File: config.mk
export PLATFORM = sky130hd
export DESIGN_NAME = current_clarke_pairing
export DESIGN_NICKNAME = d
export VERILOG_FILES = /design/src/rtl/current_clarke_pairing.sv
export SDC_FILE = /design/constraint.sdc
export NUM_CORES = 1
export LEC_CHECK = 0
export BUFFER_PORTS_ARGS = -buffer_cell sky130_fd_sc_hd__buf_4
export CELL_PAD_IN_SITES_DETAIL_PLACEMENT = 0
export CELL_PAD_IN_SITES_GLOBAL_PLACEMENT = 1
export CORE_ASPECT_RATIO = 0.5
export CORE_MARGIN = 8
export CORE_UTILIZATION = 52
export CTS_CLUSTER_DIAMETER = 120
export CTS_CLUSTER_SIZE = 12
export DETAILED_ROUTE_END_ITERATION = 10
export PLACE_DENSITY_LB_ADDON = 0.1
export SYNTH_ARGS = -nofsm -noshare
export SYNTH_HDL_FRONTEND = slang
export SYNTH_SLANG_ARGS = --single-unit
export TNS_END_PERCENT = 20
File: constraint.sdc
create_clock -name sys_clk -period 17.5 [get_ports sys_clk]
set_clock_uncertainty 0.05 [all_clocks]
set_input_delay 3.5 -clock sys_clk [delete_from_list [all_inputs] [get_ports sys_clk]]
set_output_delay 3.5 -clock sys_clk [all_outputs]
set_load 0.01 [all_outputs]
File: src/rtl/current_clarke_pairing.sv
// Pairs independent phase-A/B current samples and produces Clarke alpha/beta.
// Three-stage calc: sum, product by 1/sqrt3, round+saturate.
module current_clarke_pairing #(
    parameter int DATA_WIDTH   = 16,
    parameter int PAIR_TIMEOUT = 1000,
    parameter int INV_SQRT3    = 18919
) (
    input  logic                  sys_clk,
    input  logic                  reset,
    input  logic                  detect_enable_in,
    input  logic [DATA_WIDTH-1:0] phase_a_current_in,
    input  logic                  phase_a_valid_in,
    input  logic [DATA_WIDTH-1:0] phase_b_current_in,
    input  logic                  phase_b_valid_in,
    output logic [DATA_WIDTH-1:0] current_alpha_out,
    output logic [DATA_WIDTH-1:0] current_beta_out,
    output logic                  clarke_valid_out,
    output logic                  pair_timeout_err_out,
    output logic                  overrun_err_out,
    output logic                  busy_out
);

    localparam int SW = DATA_WIDTH + 2;
    localparam int PW = 2 * DATA_WIDTH + 2;
    localparam int CW = $clog2(PAIR_TIMEOUT + 1);

    localparam logic [2:0] IDLE   = 3'd0;
    localparam logic [2:0] WAIT_B = 3'd1;
    localparam logic [2:0] WAIT_A = 3'd2;
    localparam logic [2:0] CALC1  = 3'd3;
    localparam logic [2:0] CALC2  = 3'd4;
    localparam logic [2:0] CALC3  = 3'd5;

    localparam logic signed [PW-1:0] K_INV  = PW'(INV_SQRT3);
    localparam logic signed [PW-1:0] HALF   = PW'(2 ** 14);
    localparam logic signed [PW-1:0] MAXV   = PW'((2 ** (DATA_WIDTH - 1)) - 1);
    localparam logic signed [PW-1:0] MINV   = ~MAXV;
    localparam logic [CW-1:0]        CNT_TO = CW'(PAIR_TIMEOUT);

    logic [2:0]                   state;
    logic signed [DATA_WIDTH-1:0] ia_q;
    logic signed [DATA_WIDTH-1:0] ib_q;
    logic signed [SW-1:0]         sum_q;
    logic signed [PW-1:0]         prod_q;
    logic [CW-1:0]                cnt;

    logic signed [SW-1:0]         sum_c;
    logic signed [PW-1:0]         sum_w;
    logic signed [PW-1:0]         prod_c;
    logic signed [PW-1:0]         rnd_c;
    logic signed [PW-1:0]         shr_c;
    logic [DATA_WIDTH-1:0]        beta_c;

    assign sum_c  = {{2{ia_q[DATA_WIDTH-1]}}, ia_q}
                  + {ib_q[DATA_WIDTH-1], ib_q, 1'b0};
    assign sum_w  = {{(PW-SW){sum_q[SW-1]}}, sum_q};
    assign prod_c = sum_w * K_INV;
    assign rnd_c  = prod_q + HALF;
    assign shr_c  = rnd_c >>> 15;

    always_comb begin
        beta_c = shr_c[DATA_WIDTH-1:0];
        if (shr_c > MAXV)
            beta_c = MAXV[DATA_WIDTH-1:0];
        else if (shr_c < MINV)
            beta_c = MINV[DATA_WIDTH-1:0];
    end

    assign busy_out = (state == CALC1) || (state == CALC2) || (state == CALC3);

    always_ff @(posedge sys_clk) begin
        if (reset) begin
            state                <= IDLE;
            ia_q                 <= '0;
            ib_q                 <= '0;
            sum_q                <= '0;
            prod_q               <= '0;
            cnt                  <= '0;
            current_alpha_out    <= '0;
            current_beta_out     <= '0;
            clarke_valid_out     <= 1'b0;
            pair_timeout_err_out <= 1'b0;
            overrun_err_out      <= 1'b0;
        end else begin
            clarke_valid_out     <= 1'b0;
            pair_timeout_err_out <= 1'b0;
            overrun_err_out      <= 1'b0;
            if (!detect_enable_in) begin
                state <= IDLE;
                cnt   <= '0;
            end else begin
                case (state)
                    IDLE: begin
                        if (phase_a_valid_in) ia_q <= phase_a_current_in;
                        if (phase_b_valid_in) ib_q <= phase_b_current_in;
                        if (phase_a_valid_in && phase_b_valid_in) begin
                            state <= CALC1;
                        end else if (phase_a_valid_in) begin
                            state <= WAIT_B;
                            cnt   <= CW'(1);
                        end else if (phase_b_valid_in) begin
                            state <= WAIT_A;
                            cnt   <= CW'(1);
                        end
                    end
                    WAIT_B, WAIT_A: begin
                        // Repeats on the held channel overwrite it; the timer keeps running.
                        if (phase_a_valid_in) ia_q <= phase_a_current_in;
                        if (phase_b_valid_in) ib_q <= phase_b_current_in;
                        if ((state == WAIT_B) ? phase_b_valid_in : phase_a_valid_in) begin
                            state <= CALC1;
                            cnt   <= '0;
                        end else if (cnt >= CNT_TO) begin
                            pair_timeout_err_out <= 1'b1;
                            state                <= IDLE;
                            cnt                  <= '0;
                        end else begin
                            cnt <= cnt + 1'b1;
                        end
                    end
                    CALC1: begin
                        overrun_err_out <= phase_a_valid_in | phase_b_valid_in;
                        sum_q           <= sum_c;
                        state           <= CALC2;
                    end
                    CALC2: begin
                        overrun_err_out <= phase_a_valid_in | phase_b_valid_in;
                        prod_q          <= prod_c;
                        state           <= CALC3;
                    end
                    CALC3: begin
                        overrun_err_out   <= phase_a_valid_in | phase_b_valid_in;
                        current_alpha_out <= ia_q;
                        current_beta_out  <= beta_c;
                        clarke_valid_out  <= 1'b1;
                        state             <= IDLE;
                    end
                    default: state <= IDLE;
                endcase
            end
        end
    end

endmodule
==> results.md <==
* Ports at 73
* CP Max Fanout at 7
* Final Wtd Congestion at 0.911
* ANT cells at 0
* Reg2Reg Capture Point: prod_q[31]$_SDFFE_PP0P_
* Antenna-violating nets left at 0
* Min-delay worst type: reg2reg
* Final Max Slew Viols at 0
* Syn Inst Count at 1,317
* Hold path startpoint: current_beta_out[0]$_SDFFE_PP0P_
* Insertion delay to the later sink of the worst-skew pair at 420 ps
* Via count at 8,929
* Via density per instance at 5.30
* Final Cycle Share at 35.6%
* WHS at 405 ps
* Final min period at 6240 ps
* Tot GR Track Use at 22.1%
* Die width at 224 um
* Top FF cell, synth: dfxtp_1
* Final Hold Fails at 0
* Count leader, synth: inv_1
* CP endpoint kind: flip-flop
* Clock sinks at 118
* Hold Path Depth at 2
* IO Port Bufs at 72
* WP data arrival at 6470 ps
* Synthesis Warnings at 0
* Syn Area/Cell at 8.53 sq um
* Number of global-route vias before repair at 9,012
* # setup viols final at 0
* Share of layout cells above drive strength 1 at 9.68%
* CP startpoint kind: flip-flop
* Pin count of the biggest net entering global routing at 72
* TritonCTS buffer count at 17
* Fin nets at 1,664
* Synth area leaders: dfxtp_1 21%, fa_1 19%, ha_1 17%
* CTS tree: built
* Launch point of the worst reg-to-reg path: sum_q[6]$_SDFFE_PP0P_
* Power per cell area at 52.6 nW/um^2
* Post-DP HPWL at 23.4 mm
* Top cells by count, synth: 234 x inv_1, 176 x nand2_1, 151 x ha_1
* WS Path Type: reg2reg
* CP Data Required Time at 17,740 ps
* Hold Path Sink: current_beta_out[0]$_SDFFE_PP0P_
* Initial DRC Count at 622
* Synth cell types at 62
* Slew margin rel. at 31.4%
* Worst Reg-to-Reg Cells at 20
* Core area at 21,400 sq um
* Slew @ Worst Pin at 1020 ps
* DRC viols at 0
* Sequential-to-total area share from yosys stat at 21.0%
* RSZ-0062 raised after global routing: false
* Layout area overhead at 12.1%
* FP Rows at 38
* Hold_buf cts at 0
* Cts repair resizes at 0
* Root Buffer: clkbuf_16
* Clock transition at path regs at 60 ps
* Setup Buffers After CTS at 0
* Max clock buf depth at 2
* EDFF count, synth at 0
* Static leakage at 6.35 nW
* Setup TNS at 0 ps
* First-pass GRT wire length at 47.1 mm
* R2r setup slk at 11,260 ps
* Fillers at 1,992
* Post-synth top area share at 21.0%
* Worst VDD drop at 60.8 uV
* Status: complete, no violations
* WL final at 28.5 mm
* Drt wl/cell at 16.9 um
* Gr ovfl total at 0
* Die Y at 120 um
* Fmax at 0.160 GHz
* Yosys reg bits at 118
* Initial core utilization at 52.4%
* Area of the mapped netlist at 11,200 sq um
* Die area at 26,800 sq um
* Max-cap violations at 0
* Most area-hungry cell type in the Yosys netlist: dfxtp_1
* Pre-antenna DRT Iters at 5
* Syn nets at 1,610
* Async S/R FF share, synth at 0%
* Initial antenna violation count at 0
* H-tree depth at 4
-- how the worst max path moves through the flow --
stage,to,startpoint,cells after the start
floorplan,prod_q[31]$_SDFFE_PP0P_,sum_q[17]$_SDFFE_PP0P_,19
CTS,prod_q[31]$_SDFFE_PP0P_,sum_q[7]$_SDFFE_PP0P_,20
global route,prod_q[31]$_SDFFE_PP0P_,sum_q[6]$_SDFFE_PP0P_,20
global placement,prod_q[31]$_SDFFE_PP0P_,sum_q[6]$_SDFFE_PP0P_,20
detailed placement,prod_q[31]$_SDFFE_PP0P_,sum_q[7]$_SDFFE_PP0P_,20
finish,prod_q[31]$_SDFFE_PP0P_,sum_q[6]$_SDFFE_PP0P_,20
-- sequential cells by signal, summed over array words and instances (netlist names), 3 cells and up --
name	flops
cnt	10
ib_q	16
current_beta_out	16
sum_q	18
state	3
current_alpha_out	16
ia_q	16
prod_q	20
-- area by class of cell --
| cell class | instances | area [sq um] | share of cell area [%] |
|---|---|---|---|
| repair buffers | 74 | 556 | 4.41 |
| inverters | 234 | 878 | 6.98 |
| clock buffers | 20 | 457 | 3.63 |
| clock inverters | 12 | 121 | 0.964 |
| well taps | 300 | 375 | 2.98 |
| flip-flops and latches | 118 | 2360 | 18.8 |
| multi-input cells | 926 | 7840 | 62.3 |
-- where the power goes --
| part | total, W | switching, W | internal, W |
|---|---|---|---|
| combinational | 0.0000445 | 0.0000260 | 0.0000185 |
| sequential | 0.000278 | 0.00000500 | 0.000273 |
| clock | 0.000341 | 0.000136 | 0.000205 |
-- layer usage --
metal	wire length (um)	GRT usage [%]
met3	1650	5.09
met5	0	0
met4	488	5.77
met1	14700	32.3
met2	11700	32.5
-- cells in the final DEF, fill, tap and decap left out, types with 4 or more instances in the layout --
| cell | instances |
|---|---|
| inv_1 | 234 |
| nand2_1 | 176 |
| ha_1 | 151 |
| dfxtp_1 | 118 |
| a21oi_1 | 108 |
| fa_1 | 105 |
| buf_4 | 74 |
| nor2_1 | 57 |
| xnor2_1 | 37 |
| xor2_1 | 36 |
| nand3_1 | 25 |
| o21ai_0 | 21 |
| and2_1 | 17 |
| clkbuf_16 | 17 |
| a21o_1 | 14 |
| nor3_1 | 14 |
| a221o_1 | 14 |
| or2_2 | 13 |
| mux2i_1 | 9 |
| nand4_1 | 9 |
| and3_1 | 8 |
| a211oi_1 | 8 |
| nand2b_1 | 7 |
| nor2b_1 | 7 |
| o31ai_1 | 7 |
| o21a_1 | 6 |
| nor3b_1 | 6 |
| and4_1 | 6 |
| or3_1 | 5 |
| nand3b_1 | 5 |
| a31oi_1 | 5 |
| a31o_2 | 4 |
| o22ai_1 | 4 |
| clkinvlp_4 | 4 |
| clkinv_4 | 4 |
-- per-stage QoR --
step           instance area (sq um)  total power (W)  setup slack (ps)  instances  util (%)
5_1_grt                        12600         0.000686             10910       1684      58.7
6_report                       12600         0.000663             11260       1684      58.7
2_1_floorplan                  11200         0.000311             11880       1317         -
4_1_cts                        12600         0.000666             11370       1684      58.7
3_3_place_gp                   12000         0.000327             11450       1652      56.0
3_5_place_dp                   12000         0.000327             11390       1652      56.0
-- worst max-delay path: stages (launching register included) --
cell      delay [ps]
dfxtp_1          490
ha_1             350
xor2_1           170
ha_1             170
or2_2            300
fa_1             500
fa_1             450
fa_1             540
inv_1             50
fa_1             530
inv_1             40
ha_1             350
a21oi_1          150
o21ai_0          120
a221oi_1         470
nor2b_1           90
a311oi_1         540
o21bai_1         220
a31oi_1          240
mux2i_1          200
o31ai_1           80
-- kinds of logic after synthesis --
| family | Yosys count | synth area share [%] |
|---|---|---|
| simple gates | 367 | 15.2 |
| flops | 118 | 21.0 |
| compound gates | 221 | 12.6 |
| xor+xnor | 73 | 5.69 |
| mux | 9 | 0.802 |
| fa+ha+maj | 256 | 35.5 |
| buf+inv | 273 | 9.15 |
Note: power is estimated with default switching activity, not from simulation.
